===== config.mk =====
export PLATFORM = sky130hd
export DESIGN_NAME = wb_ctrl_pipe
export DESIGN_NICKNAME = d
export VERILOG_FILES = /design/src/rtl/wb_ctrl_pkg.sv /design/src/rtl/wb_ctrl_pipe_decode.sv /design/src/rtl/wb_ctrl_pipe.sv
export SDC_FILE = /design/constraint.sdc
export NUM_CORES = 1
export LEC_CHECK = 0
export CORE_MARGIN = 2
export CORE_UTILIZATION = 30
export DETAILED_ROUTE_END_ITERATION = 7
export PLACE_DENSITY_LB_ADDON = 0.2
export SKIP_CTS_REPAIR_TIMING = 1
export SLEW_MARGIN = 20
export SYNTH_ARGS = -nofsm -noshare
export SYNTH_HDL_FRONTEND = slang
export SYNTH_SLANG_ARGS = --single-unit

===== constraint.sdc =====
create_clock -name clk -period 1.4 [get_ports clk]
set_input_delay 0.21 -clock clk [delete_from_list [all_inputs] [get_ports clk]]
set_output_delay 0.21 -clock clk [all_outputs]
set_load 0.02 [all_outputs]

===== src/rtl/wb_ctrl_pkg.sv =====
// Shared definitions for the writeback control pipeline: RV32 opcodes,
// writeback-select encodings and the decoded control bundle.
package wb_ctrl_pkg;

    localparam logic [6:0] OPC_LOAD      = 7'b0000011;
    localparam logic [6:0] OPC_STORE     = 7'b0100011;
    localparam logic [6:0] OPC_BRANCH    = 7'b1100011;
    localparam logic [6:0] OPC_JAL       = 7'b1101111;
    localparam logic [6:0] OPC_JALR      = 7'b1100111;
    localparam logic [6:0] OPC_ARI_ITYPE = 7'b0010011;
    localparam logic [6:0] OPC_ARI_RTYPE = 7'b0110011;
    localparam logic [6:0] OPC_AUIPC     = 7'b0010111;
    localparam logic [6:0] OPC_LUI       = 7'b0110111;
    localparam logic [6:0] OPC_SYSTEM    = 7'b1110011;

    localparam int OPC_W = 7;
    localparam int F3_W  = 3;
    localparam int SEL_W = 2;

    typedef enum logic [SEL_W-1:0] {
        WB_SEL_MEM = 2'b00,
        WB_SEL_ALU = 2'b01,
        WB_SEL_PC4 = 2'b10,
        WB_SEL_CSR = 2'b11
    } wb_sel_e;

    // Decoded writeback control for one instruction
    typedef struct packed {
        wb_sel_e sel;
        logic    wen;
        logic    is_load;
    } wb_dec_t;

endpackage


===== src/rtl/wb_ctrl_pipe_decode.sv =====
// wb_decode: combinational opcode/funct3/rd -> writeback select, write
// enable and load flag. Writes to x0 are suppressed here so the pipeline
// never has to look at rd for enable purposes.
module wb_decode
    import wb_ctrl_pkg::*;
#(
    parameter int RD_W = 5
) (
    input  logic [OPC_W-1:0] i_opcode,
    input  logic [F3_W-1:0]  i_funct3,
    input  logic [RD_W-1:0]  i_rd,
    output wb_dec_t          o_dec
);

    // Opcode class decode, then x0 write suppression
    always_comb begin
        o_dec.sel     = WB_SEL_MEM;
        o_dec.wen     = 1'b0;
        o_dec.is_load = 1'b0;
        case (i_opcode)
            OPC_ARI_RTYPE, OPC_ARI_ITYPE, OPC_AUIPC, OPC_LUI: begin
                o_dec.sel = WB_SEL_ALU;
                o_dec.wen = 1'b1;
            end
            OPC_LOAD: begin
                o_dec.wen     = 1'b1;
                o_dec.is_load = 1'b1;
            end
            OPC_JAL, OPC_JALR: begin
                o_dec.sel = WB_SEL_PC4;
                o_dec.wen = 1'b1;
            end
            OPC_SYSTEM: begin
                // funct3 == 0 is ECALL/EBREAK/xRET: no register result
                o_dec.sel = WB_SEL_CSR;
                o_dec.wen = (i_funct3 != '0);
            end
            default: ;
        endcase
        // A load to x0 still has to wait for its data, so only wen drops
        if (i_rd == '0) o_dec.wen = 1'b0;
    end

endmodule


===== src/rtl/wb_ctrl_pipe.sv =====
// wb_ctrl_pipe: carries decoded writeback control through MEM_LAT stages
// and freezes when a load reaches the head before its data returns.
// Optional feature macro WB_CTRL_HAZARD_EN adds load-use hazard compares
// (rs1_q/rs2_q in, haz_rs1/haz_rs2 out).
module wb_ctrl_pipe
    import wb_ctrl_pkg::*;
#(
    parameter int MEM_LAT = 1,
    parameter int RD_W    = 5
) (
    input  logic              clk,
    input  logic              rst_n,
    input  logic              in_valid,
    input  logic [OPC_W-1:0]  in_opcode,
    input  logic [F3_W-1:0]   in_funct3,
    input  logic [RD_W-1:0]   in_rd,
    input  logic              mem_resp_valid,
`ifdef WB_CTRL_HAZARD_EN
    input  logic [RD_W-1:0]   rs1_q,
    input  logic [RD_W-1:0]   rs2_q,
    output logic              haz_rs1,
    output logic              haz_rs2,
`endif
    output logic              stall_o,
    output logic              wb_valid,
    output logic [SEL_W-1:0]  wb_sel,
    output logic              wb_regwen,
    output logic [RD_W-1:0]   wb_rd,
    output logic [F3_W-1:0]   wb_funct3
);

    localparam int HEAD = MEM_LAT - 1;

    wb_dec_t w_dec;
    logic    w_freeze;

    logic             r_vld [MEM_LAT];
    logic [SEL_W-1:0] r_sel [MEM_LAT];
    logic             r_wen [MEM_LAT];
    logic             r_ld  [MEM_LAT];
    logic [RD_W-1:0]  r_rd  [MEM_LAT];
    logic [F3_W-1:0]  r_f3  [MEM_LAT];

    wb_decode #(.RD_W(RD_W)) u_dec (
        .i_opcode (in_opcode),
        .i_funct3 (in_funct3),
        .i_rd     (in_rd),
        .o_dec    (w_dec)
    );

    assign w_freeze = r_vld[HEAD] & r_ld[HEAD] & ~mem_resp_valid;

    // Shift register of control entries; holds in place while frozen
    always_ff @(posedge clk or negedge rst_n) begin
        if (!rst_n) begin
            for (int i = 0; i < MEM_LAT; i++) begin
                r_vld[i] <= 1'b0;
                r_sel[i] <= '0;
                r_wen[i] <= 1'b0;
                r_ld[i]  <= 1'b0;
                r_rd[i]  <= '0;
                r_f3[i]  <= '0;
            end
        end else if (!w_freeze) begin
            r_vld[0] <= in_valid;
            r_sel[0] <= w_dec.sel;
            r_wen[0] <= w_dec.wen;
            r_ld[0]  <= w_dec.is_load;
            r_rd[0]  <= in_rd;
            r_f3[0]  <= in_funct3;
            for (int i = 1; i < MEM_LAT; i++) begin
                r_vld[i] <= r_vld[i-1];
                r_sel[i] <= r_sel[i-1];
                r_wen[i] <= r_wen[i-1];
                r_ld[i]  <= r_ld[i-1];
                r_rd[i]  <= r_rd[i-1];
                r_f3[i]  <= r_f3[i-1];
            end
        end
    end

    assign stall_o   = w_freeze;
    assign wb_valid  = r_vld[HEAD] & ~w_freeze;
    assign wb_regwen = wb_valid & r_wen[HEAD];
    assign wb_sel    = r_sel[HEAD];
    assign wb_rd     = r_rd[HEAD];
    assign wb_funct3 = r_f3[HEAD];

`ifdef WB_CTRL_HAZARD_EN
    // Any in-flight load (including a frozen head) targeting rs1/rs2
    always_comb begin
        haz_rs1 = 1'b0;
        haz_rs2 = 1'b0;
        for (int i = 0; i < MEM_LAT; i++) begin
            if (r_vld[i] && r_ld[i] && r_wen[i]) begin
                if (r_rd[i] == rs1_q && rs1_q != '0) haz_rs1 = 1'b1;
                if (r_rd[i] == rs2_q && rs2_q != '0) haz_rs2 = 1'b1;
            end
        end
    end
`endif

endmodule


======== After elaboration in Yosys (flattened, before gate mapping) ========
Cells that the tools add are included.
word-level totals
  register bits ........................... 13
  bits in latches ......................... 0
  RAM bits ................................ 0
  memory bits (read-only) ................. 0
  input port bits ......................... 19
  output and inout bits ................... 13
  word-level logic and storage cells ...... 29
  memories kept ........................... 0
cells by class
  add/subtract/negate cells ............... 0
  multipliers ............................. 0
  div/mod/pow operators ................... 0
  magnitude comparators ................... 0
  equal/unequal tests ..................... 8
  shift-type cells ........................ 0
  multiplexer cells ....................... 4
  bitwise operators ....................... 6
  reductions and logical operators ........ 5
operators with widths
  operator                                             number
  equality test 7 bit, second input constant           3
  equality test 7 x 5 -> 1 bit, second input constant  2
  equality test 7 x 6 -> 1 bit, second input constant  2
  equality test 7 x 2 -> 1 bit, second input constant  1
  OR reduction 7 bit                                   1
  case mux 2 bit (3 select lines)                      1
  zero test 5 bit                                      1
  AND 1 bit                                            4
  OR reduction 4 bit                                   1
  nonzero test 3 bit                                   1
  two-way mux 1 bit                                    2
  inverter 1 bit                                       2
  case mux 1 bit (2 select lines)                      1
  OR reduction 2 bit                                   1

======== Logic depth before layout (Yosys ltp) ========
Gate-level depths: netlist of run 1.
  word-level depth ........................ 5
  depth in mapped cells ................... 6
  gate-level depth less buffers ........... 5

======== Cells and area by module ========
From an unflattened synthesis of run 1, not the netlist that was laid out.
unflattened totals
  cells, all modules ...................... 50
  area, all modules ....................... 643.1 um2
by module, submodules not included
  module        times used  cells each  area an instance (um2)  seq. area each (um2)
  wb_ctrl_pipe  1           32          543.0                   325.3
  wb_decode     1           18          100.1                   0.0

======== Least setup slack after synthesis of run 1 ========
No wires, ideal clock.
  path kind ............................... input port to flip-flop
  start ................................... input in_rd[0]
  end ..................................... register r_wen
  library setup time ...................... 0.124 ns
  data arrival time ....................... 0.946 ns
  required time ........................... 1.276 ns
  path slack .............................. 0.330 ns
  cell stages on the path ................. 3
  buffers on the path ..................... 0
  cell sequence ........................... or4_1 o221ai_1 o21ai_1
between the ends
  cells in the longest elaborated chain, start to end .. 2
RTL lines
  what                            RTL line                   source
  start: declaration              wb_ctrl_pipe.sv:16         input logic [RD_W-1:0] in_rd,
  zero test 5 bit                 wb_ctrl_pipe_decode.sv:41  if (i_rd == '0) o_dec.wen = 1'b0;
  two-way mux 1 bit               wb_ctrl_pipe_decode.sv:41
  end signal: indexed assignment  wb_ctrl_pipe.sv:74         r_wen[i] <= r_wen[i-1];
  end: declaration                wb_ctrl_pipe.sv:39         logic r_wen [MEM_LAT];
Every way passes these cells.
A chain may end at the register's enable or synchronous reset.

======== Worst setup path in the final report of run 1 ========
  start ................................... input mem_resp_valid
  end ..................................... output stall_o
between the ends
  cells in the longest elaborated chain, start to end .. 2
RTL lines
  what                RTL line            source
  start: declaration  wb_ctrl_pipe.sv:17  input logic mem_resp_valid,
  inverter 1 bit      wb_ctrl_pipe.sv:51  assign w_freeze = r_vld[HEAD] & r_ld[HEAD] & ~mem_resp_valid;
  AND 1 bit           wb_ctrl_pipe.sv:51
  end: declaration    wb_ctrl_pipe.sv:24  output logic stall_o,
Every way passes these cells.

==> flow_summary.json, run 1 <==
{
  "max_cap_violations": 0,
  "slew_violations": 0,
  "cts_buffers": 3,
  "clock_sinks": 13,
  "async_flop_share": 1.000,
  "multiInputGateArea_um2": 247.7,
  "cts_tree": "built",
  "drtPass1Iterations": 4,
  "via_per_inst": 4.374,
  "grt_pass1_vias": 576,
  "grt_pass1_wl_um": 2442,
  "placed_cell_area_um2": 992.2,
  "cp_slowest_stage_delay_ps": 380,
  "final.setup.tns_ps": -1.409,
  "final_cell_mix": "28 x nand2_1, 18 x clkdlybuf4s50_1, 13 x dfrtp_1, 11 x dlymetal6s2s_1, 9 x buf_4",
  "dp_hpwl_um": 1149,
  "slew_headroom": 0.8301,
  "finClkSkew_ps": 5.031,
  "finalWirelength_um": 1466,
  "n_fill_cell": 195,
  "wire_per_inst_um": 10.55,
  "die_y_um": 48.74,
  "min_period_over_period": 1.001,
  "synth_edf_count": 0,
  "synth_area_um2": 600.6,
  "clockBufferDepth": 2,
  "ys_ff_latch": 13,
  "grt_use_total": 0.1293,
  "syn_nets": 90,
  "rows": 16,
  "status": "complete, but fails checks",
  "cp_data_arrival_time_ps": 1190,
  "ir_worst_vdd_uv": 480.2,
  "syn_avg_cell_area_um2": 8.459,
  "dieWidth_um": 48.74,
  "vias": 608,
  "ys_seq_area_frac": 0.5417,
  "fin_area_mm2": 0.001039,
  "hold_viol_final": 0,
  "num_antenna_cells": 0,
  "synthCells": 71,
  "syn_to_final_growth_pct": 72.92,
  "max_freq_mhz": 713.6,
  "synth_ff_type": "dfrtp_1",
  "whs_ps": 227.5,
  "grt_overflow": 0,
  "power_w": 0.0007867,
  "layout_commonest_cell": "nand2_1",
  "core-area_mm2": 0.001922,
  "io_buffers": 31,
  "ios": 32,
  "period_needed_ps": 1401,
  "crit_slowest_cell": "clkdlybuf4s50_1",
  "violations": "setup timing",
  "required_ps": 1190,
  "crit_path_start_kind": "input pin",
  "nNetsFinal": 132,
  "antenna_found_initial": 0,
  "drc": 0,
  "htreeDepth": 1,
  "clock_latency_ps": 270,
  "hold_path_class": "in2async",
  "worstPathCellList": "clkdlybuf4s50_1, nand2b_1, or2_1, inv_2, buf_4",
  "die-area_mm2": 0.002376,
  "setup_viol": 1,
  "start_util": 0.3125,
  "cp-end-kind": "output pin",
  "path_class": "in2out",
  "drive_gt1_frac": 0.1339,
  "ys_warn_count": 0,
  "rsz0062_at_grt": "yes",
  "grt_max_degree": 15,
  "power_density_mw_per_mm2": 757.5,
  "drtIter0Drc": 6,
  "cellLeakagePower_nw": 0.5945,
  "worst-slew-pin-transition_ps": 254.4,
  "detail-route-antenna-nets": 0,
  "path_clk_slew_ps": 80,
  "clock-root-buffer": "clkbuf_4",
  "ys_types": 24,
  "place_congestion": 0.6612,
  "seq_area_um2": 325.3,
  "layout_setup_ws_ps": -1.409,
  "cp_max_fo": 3
}
==> power by group <==
| part | total [W] | switching (W) | internal (W) |
|---|---|---|---|
| logic | 0.000155 | 0.0000643 | 0.0000910 |
| registers | 0.000398 | 0.00000765 | 0.000391 |
| clock network | 0.000233 | 0.000123 | 0.000110 |
==> per-stage QoR <==
stage / utilization / instances / setup WS (ps)
after floorplan: - / 71 / 330.1
final: 0.5404 / 139 / -1.409
after global routing: 0.5404 / 139 / -59.43
after detailed placement: 0.5163 / 135 / -466.7
after global placement: 0.5163 / 135 / -485.2
after CTS: 0.5299 / 139 / -477.3
==> synth_stat cells (2+ instances only) <==
library cell / count / area, um^2
dfrtp_1: 13 / 325.3
inv_1: 3 / 11.26
nand2b_1: 2 / 12.51
nand2_1: 28 / 105.1
o21ai_0: 2 / 10.01
a21oi_1: 2 / 10.01
nor3_1: 4 / 20.02
==> critical path: cells and delay by family <==
| kind | cells | cell delay, ps |
|---|---|---|
| and+or+nand+nor | 2 | 390 |
| buffers and inverters | 3 | 580 |
==> kinds of logic (layout without fill, tap and decap cells) <==
| logic type | after synthesis | count (layout) | share of synthesized area |
|---|---|---|---|
| AND/OR/NAND/NOR | 44 | 44 | 0.3313 |
| flip-flops | 13 | 13 | 0.5417 |
| AO/OA/AOI/OAI | 8 | 8 | 0.08126 |
| buffers and inverters | 6 | 47 | 0.04582 |
==> layout make-up <==
class                           count  area share
Inverter                            4     0.01446
Clock buffer                        4     0.02530
Timing Repair Buffer               39      0.3759
Sequential cell                    13      0.3133
Tap cell                           27     0.03253
Multi-Input combinational cell     52      0.2386
==> layer usage <==
metal	up-vias	part of all wire	global-route usage
li1	316	-	-
met1	276	0.45	0.1686
met2	16	0.50	0.2169
met3	0	0.053	0.03086
met4	0	0	0.02857
met5	-	0	0
==> worst paths after layout <==
| check | startpoint | to | slack [ps] | cells after the start |
|---|---|---|---|---|
| worst max-delay path | mem_resp_valid | stall_o | -1 | 5 |
| worst min-delay path | rst_n | wb_rd[2]$_DFFE_PN0N_ | 230 | 2 |
| worst max register to register | r_ld$_DFFE_PN0N_ | wb_sel[1]$_DFFE_PN0N_ | 210 | 5 |
| worst min register to register | wb_rd[2]$_DFFE_PN0N_ | wb_rd[2]$_DFFE_PN0N_ | 460 | 2 |
| max in group asynchronous | rst_n | wb_sel[0]$_DFFE_PN0N_ | 1010 | 2 |
| min in group clk | wb_rd[2]$_DFFE_PN0N_ | wb_rd[2]$_DFFE_PN0N_ | 460 | 2 |
==> flip-flops by register name (all words and copies together) (netlist names) <==
name       count
wb_funct3      3
r_ld           1
r_vld          1
wb_rd          5
r_wen          1
wb_sel         2
No activity file was read; power rests on OpenSTA's default activity.
==> run 2, diff against run 1 <==
--- a/config.mk
+++ b/config.mk
@@ -9,6 +9,7 @@
 export CORE_UTILIZATION = 30
 export DETAILED_ROUTE_END_ITERATION = 7
 export PLACE_DENSITY_LB_ADDON = 0.2
+export RECOVER_POWER = 100
 export SKIP_CTS_REPAIR_TIMING = 1
 export SLEW_MARGIN = 20
 export SYNTH_ARGS = -nofsm -noshare
==> run 2 against run 1 <==
Compared with the run above: the flow still finishes with violations (setup timing); sequential power hardly changed; clock skew hardly changed; first-iteration DRC count stayed put; sequential share of layout area is 0.11 points higher; fmax stayed put; clock-buffer cell count stayed put; critical endpoint unchanged; cell count stayed put; global-route usage stayed put; largest cell class unchanged; setup slack stayed put; critical path type unchanged; critical path depth stayed put; clock power hardly changed.
==> flow_summary.json, run 2 (synthesis gave the netlist of run 1 again) <==
{
  "max_cap_violations": 0,
  "clock_latency_ps": 270,
  "grt_pass1_vias": 576,
  "placed_cell_area_um2": 992.2,
  "period_needed_ps": 1401,
  "htreeDepth": 1,
  "io_buffers": 31,
  "worst-slew-pin-transition_ps": 706.1,
  "fin_area_mm2": 0.001035,
  "wire_per_inst_um": 10.54,
  "rsz0062_at_grt": "yes",
  "drtIter0Drc": 6,
  "vias": 608,
  "dp_hpwl_um": 1149,
  "required_ps": 1190,
  "cts_buffers": 3,
  "min_period_over_period": 1.001,
  "dieWidth_um": 48.74,
  "setup_viol": 1,
  "path_clk_slew_ps": 80,
  "clockBufferDepth": 2,
  "layout_commonest_cell": "nand2_1",
  "violations": "setup timing",
  "core-area_mm2": 0.001922,
  "num_antenna_cells": 0,
  "via_per_inst": 4.374,
  "status": "complete, but fails checks",
  "place_congestion": 0.6612,
  "nNetsFinal": 132,
  "power_density_mw_per_mm2": 758.7,
  "syn_to_final_growth_pct": 72.29,
  "finalWirelength_um": 1465,
  "die-area_mm2": 0.002376,
  "drive_gt1_frac": 0.1250,
  "grt_overflow": 0,
  "cts_tree": "built",
  "cellLeakagePower_nw": 0.5912,
  "clock_sinks": 13,
  "die_y_um": 48.74,
  "drc": 0,
  "ir_worst_vdd_uv": 480.2,
  "layout_setup_ws_ps": -1.409,
  "path_class": "in2out",
  "power_w": 0.0007850,
  "clock-root-buffer": "clkbuf_4",
  "detail-route-antenna-nets": 0,
  "antenna_found_initial": 0,
  "max_freq_mhz": 713.6,
  "largest_reg_flops": 5,
  "final_cell_mix": "28 x nand2_1, 17 x clkdlybuf4s50_1, 13 x dfrtp_1, 11 x dlymetal6s2s_1, 8 x buf_4",
  "ios": 32,
  "rows": 16,
  "cp_data_arrival_time_ps": 1190,
  "finClkSkew_ps": 5.208,
  "hold_path_class": "reg2reg",
  "start_util": 0.3125,
  "cp-end-kind": "output pin",
  "grt_pass1_wl_um": 2442,
  "grt_use_total": 0.1293,
  "grt_max_degree": 15,
  "crit_path_start_kind": "input pin",
  "drtPass1Iterations": 4,
  "slew_violations": 0,
  "cp_max_fo": 3,
  "hold_viol_final": 0,
  "slew_headroom": 0.5292
}
==> run 2: cell type report <==
| class | instances | area [um^2] |
|---|---|---|
| Timing Repair Buffer | 39 | 386.6 |
| Sequential cell | 13 | 325.3 |
| Clock buffer | 4 | 26.28 |
| Multi-Input combinational cell | 52 | 247.7 |
| Inverter | 4 | 15.01 |
| Tap cell | 27 | 33.78 |
| Fill cell | 195 | 887.1 |
==> run 2: per-stage QoR <==
stage            util  hold WS [ps]  cells  TNS [ps]  setup slack (ps)
2_1_floorplan       -        -85.59     71         0             330.1
3_3_place_gp   0.5163         453.3    135     -1884            -485.2
3_5_place_dp   0.5163         456.2    135     -1877            -466.7
4_1_cts        0.5299         227.8    139     -1635            -477.3
5_1_grt        0.5384         481.4    139    -59.43            -59.43
6_report       0.5384         463.6    139    -1.409            -1.409
==> run 2: metal layers <==
metal | global-route usage | vias to the layer above | wire length [um]
li1 | - | 316 | -
met5 | 0 | - | 0
met4 | 0.02857 | 0 | 0
met2 | 0.2169 | 16 | 729
met3 | 0.03086 | 0 | 77
met1 | 0.1686 | 276 | 658
==> run 2: power by group <==
group	switching, W	internal, W
Clock	0.000123	0.000110
Combinational	0.0000643	0.0000891
Sequential	0.00000765	0.000391
Total	0.000195	0.000590
==> run 2: path summary, 6_finish.rpt <==
kind | from | to | slack [ps] | cells past startpoint
hold / removal | wb_rd[2]$_DFFE_PN0N_ | wb_rd[2]$_DFFE_PN0N_ | 460 | 2
setup / recovery | mem_resp_valid | stall_o | -1 | 5
min in group asynchronous | rst_n | wb_rd[2]$_DFFE_PN0N_ | 480 | 2
max in group asynchronous | rst_n | wb_sel[0]$_DFFE_PN0N_ | 470 | 2
hold reg to reg | wb_rd[2]$_DFFE_PN0N_ | wb_rd[2]$_DFFE_PN0N_ | 460 | 2
setup reg to reg | r_ld$_DFFE_PN0N_ | wb_sel[1]$_DFFE_PN0N_ | 210 | 5
==> run 2: critical path: stages <==
cell             delay, ps
clkdlybuf4s50_1        380
nand2b_1               150
or2_1                  240
inv_2                   70
buf_4                  130
